--- src/rtl/mem_access_unit.sv ---
// Load/store interface between the EX/MEM stage and the data cache.
// Issues a single dcache request per op, stalls the pipeline until the response, and aligns/extends load data.
module mem_access_unit (
    input  logic        clk,
    input  logic        rst,
    input  logic        mem_read_in,
    input  logic        mem_write_in,
    input  logic [2:0]  funct3_in,
    input  logic [31:0] alu_addr_in,
    input  logic [31:0] rs2_data_in,
    input  logic        advance_in,
    output logic        data_read,
    output logic        data_write,
    output logic [31:0] data_addr,
    output logic [3:0]  data_mbe,
    output logic [31:0] data_wdata,
    input  logic [31:0] data_rdata,
    input  logic        data_resp,
    output logic        mem_stall,
    output logic [31:0] load_data_out
);

    localparam logic [1:0] IDLE = 2'd0;
    localparam logic [1:0] BUSY = 2'd1;
    localparam logic [1:0] DONE = 2'd2;

    localparam logic [2:0] F3_B  = 3'b000;
    localparam logic [2:0] F3_H  = 3'b001;
    localparam logic [2:0] F3_BU = 3'b100;
    localparam logic [2:0] F3_HU = 3'b101;

    logic [1:0]  state;
    logic [1:0]  state_next;
    logic        op_present;
    logic        is_load;
    logic        requesting;
    logic        accept;
    logic [1:0]  off;
    logic [7:0]  byte_sel;
    logic [15:0] half_sel;
    logic [31:0] load_ext;
    logic [31:0] load_reg;

    assign op_present = mem_read_in | mem_write_in;
    // A simultaneous read+write is a store only.
    assign is_load    = mem_read_in & ~mem_write_in;
    assign requesting = ((state == IDLE) && op_present) || (state == BUSY);
    assign accept     = requesting && data_resp;
    assign off        = alu_addr_in[1:0];

    assign data_read     = requesting & is_load;
    assign data_write    = requesting & mem_write_in;
    assign mem_stall     = requesting;
    assign data_addr     = {alu_addr_in[31:2], 2'b00};
    assign load_data_out = load_reg;

    // A zero-wait response in the request cycle goes straight to DONE so the op still takes one stall cycle.
    always_comb begin
        state_next = state;
        case (state)
            IDLE: if (op_present) state_next = data_resp ? DONE : BUSY;
            BUSY: if (data_resp) state_next = DONE;
            DONE: if (advance_in) state_next = IDLE;
            default: state_next = IDLE;
        endcase
    end

    always_comb begin
        data_mbe   = 4'b1111;
        data_wdata = rs2_data_in;
        case (funct3_in)
            F3_B: begin
                data_wdata = {4{rs2_data_in[7:0]}};
                if (mem_write_in) data_mbe = 4'b0001 << off;
            end
            F3_H: begin
                data_wdata = {2{rs2_data_in[15:0]}};
                if (mem_write_in) data_mbe = 4'b0011 << {off[1], 1'b0};
            end
            default: ;
        endcase
    end

    always_comb begin
        case (off)
            2'd0:    byte_sel = data_rdata[7:0];
            2'd1:    byte_sel = data_rdata[15:8];
            2'd2:    byte_sel = data_rdata[23:16];
            default: byte_sel = data_rdata[31:24];
        endcase
        half_sel = off[1] ? data_rdata[31:16] : data_rdata[15:0];
        case (funct3_in)
            F3_B:    load_ext = {{24{byte_sel[7]}}, byte_sel};
            F3_BU:   load_ext = {24'd0, byte_sel};
            F3_H:    load_ext = {{16{half_sel[15]}}, half_sel};
            F3_HU:   load_ext = {16'd0, half_sel};
            default: load_ext = data_rdata;
        endcase
    end

    always_ff @(posedge clk) begin
        if (rst) begin
            state    <= IDLE;
            load_reg <= '0;
        end else begin
            state <= state_next;
            if (accept) load_reg <= is_load ? load_ext : '0;
        end
    end

endmodule

--- config.mk ---
export PLATFORM = sky130hd
export DESIGN_NAME = mem_access_unit
export DESIGN_NICKNAME = d
export VERILOG_FILES = /design/src/rtl/mem_access_unit.sv
export SDC_FILE = /design/constraint.sdc
export NUM_CORES = 1
export LEC_CHECK = 0
export BUFFER_PORTS_ARGS = -buffer_cell sky130_fd_sc_hd__buf_2
export CORE_AREA = 2 2 81 83
export CTS_CLUSTER_DIAMETER = 60
export DETAILED_ROUTE_END_ITERATION = 7
export DIE_AREA = 0 0 83 85
export PLACE_DENSITY = 0.79
export SLEW_MARGIN = 20
export SYNTH_ARGS = -nofsm -noshare
export SYNTH_HDL_FRONTEND = slang
export SYNTH_SLANG_ARGS = --single-unit
--- constraint.sdc ---
create_clock -name clk -period 1.9 [get_ports clk]
set_input_delay 0.38 -clock clk [delete_from_list [all_inputs] [get_ports clk]]
set_output_delay 0.38 -clock clk [all_outputs]
set_load 0.03 [all_outputs]
==> metrics <==
setup TNS 0 ns; Hold Path Class primary input to flop; multi-input logic area 0.00121 mm2; power per cell area 636 mW/mm2; synth warn 0; #FFs+latches synth 34; Synth Instances 239; vias per inst 5.33; Storage cell area 681 um2; port bufs 145; Peak VDD IR 0.408 mV; Seq/Total Area, Yosys 30.5%; DR WL met3 657 um; Tot Pwr 1.91 mW; Tightest Pin Transition 0.636 ns; Async SR Flop Fraction 0%; dpl hpwl 5950 um; Startpoint Class primary input; Pins Over Slew Limit 0; GRT Util Overall 20.4%; NumNets Final 460; status finished, final reports clean; # DRC 0; Routed wire per std cell 16.8 um; CP peak stage delay 0.37 ns; cell area after layout 0.00301 mm2; TritonCTS Sinks 34; Post-DP Area 0.00289 mm2; period utilisation layout 96.5%; initial antenna violation count 0; synthesized area 0.00223 mm2; Die Span X 83 um; Max Buffers Root-to-Sink 2; critical path fanouts, max 17; final hold vios 0; Final Skew 0.00393 ns; non-filler cells, final 434; initial core utilization 36.0%; Worst-Skew Late Latency 0.29 ns; unrepaired setup endpoints after global routing false; Crit path top cell by count buf_2; Row Count 29; highest metal used met4; vias in the first global route 2269; Root Driver clkbuf_8; critical setup path kind primary input to primary output; CP endpoint kind primary output; critical path's top delay family buffers and inverters; Reg clk slew, reported paths 0.07 ns; maxcap violations 0; vias 2315; CP bufs+invs 3; grt ovf 0; cell count after placement 424; CTS tree done; Area contributors post-synth dfxtp_1 (31%), buf_4 (13%), mux2_2 (12%); Die Area 0.00706 mm2; Syn-to-layout area delta 34.8%; DR iter-0 viols 113; Worst EP required 1.52 ns; largest area contributor in the netlist dfxtp_1; met1 WL 2730 um; Top FF cell, synth dfxtp_1; Post-synth EDFFs 0; H-tree Lvls 2; GP Congestion 0.856; critical-path cell list buf_2, nor2_2, buf_12, mux2_2, buf_2; setup violators final 0; Die H 85 um; pre-CTS setup slack -0.0804 ns; Unique masters post-synth 33; relative slew slack 57.6%; Ports 208; Leak Pwr 1.42 nW; first-pass GRT wire length 11500 um; post-synth top area share 30.5%; CTS Buf Count 5; Layout fillers 609; Worst EP arrival 1.45 ns; final worst slack 0.0665 ns; metal2 WL 3780 um; largest net degree at the start of global routing 33; hold slack final 0.296 ns; Final ANT Viol Nets 0; min cycle time layout 1.83 ns; proportion of layout cells with a drive suffix above 1 59.3%; core area 0.00620 mm2; CP max-delay cell mux2_2; Mean Syn Cell Area 9.33 um2; overall routed net length 7290 um; DRT Pass-1 Iters 4; Max Freq 0.545 GHz; Util after Layout 48.5%
path summary, 6_finish.rpt:
check                        start                end  slack, ns  cells past startpoint
setup / recovery      funct3_in[2]     data_wdata[23]       0.07                      5
hold / removal           data_resp           state[0]       0.30                      2
setup reg to reg          state[1]  load_data_out[20]       0.29                      4
hold reg to reg   load_data_out[1]   load_data_out[1]       0.46                      1
registers in the layout (all words and copies together) (netlist names):
register,count
load_data_out,32
state,2
metal layers:
layer	vias up	global-route usage, %
met2	139	38.4
li1	1095	-
met3	16	4.96
met5	-	0
met4	0	5.37
met1	1065	22.9
cell families (layout without fill, tap and decap cells):
group | Yosys count | count (layout) | synth area share [%]
flip-flops | 34 | 34 | 30.5
multiplexers | 34 | 34 | 17.7
other | 1 | 3 | 0.168
AND/OR/NAND/NOR | 44 | 44 | 10.5
buffers and inverters | 58 | 174 | 17.1
AO/OA/AOI/OAI | 68 | 68 | 23.9
layout make-up:
type | count | share of cell area, %
Multi-Input combinational cell | 148 | 40.2
Clock buffer | 7 | 2.87
Tap cell | 77 | 3.20
Inverter | 2 | 0.250
Sequential cell | 34 | 22.6
Antenna cell | 1 | 0.0832
Clock inverter | 1 | 0.166
Timing Repair Buffer | 164 | 30.5
cells in the mapped netlist (all sizes together), types with 3 or more instances:
master	count
dfxtp	34
nand2	4
nor3b	3
o2bb2ai	16
clkbuf	9
a221o	16
a211oi	8
mux2i	9
mux2	24
o21ai	8
nor2	23
o221ai	7
o211ai	3
buf	47
nor3	3
a21oi	10
timing repair:
item / 4_1_cts / 5_1_grt
resized for setup: 0 / 1
hold buffers: 0 / 0
setup buffers: 0 / 1
setup endpoints to repair: 0 / 16
where the power goes:
part           total [mW]  internal [mW]  switching, mW
Clock               0.556          0.292          0.264
Combinational       0.606          0.235          0.371
Sequential          0.750          0.735         0.0148
placed cells by master, fill, tap and decap left out, drive strengths merged, types with 3 or more instances in the layout:
cell type,instances
buf,164
dfxtp,34
mux2,24
nor2,23
a221o,16
o2bb2ai,16
a21oi,10
mux2i,9
o21ai,8
a211oi,8
o221ai,7
clkbuf,7
nand2,4
o211ai,3
nor3,3
nor3b,3
Power figures use the tool's default switching activity.
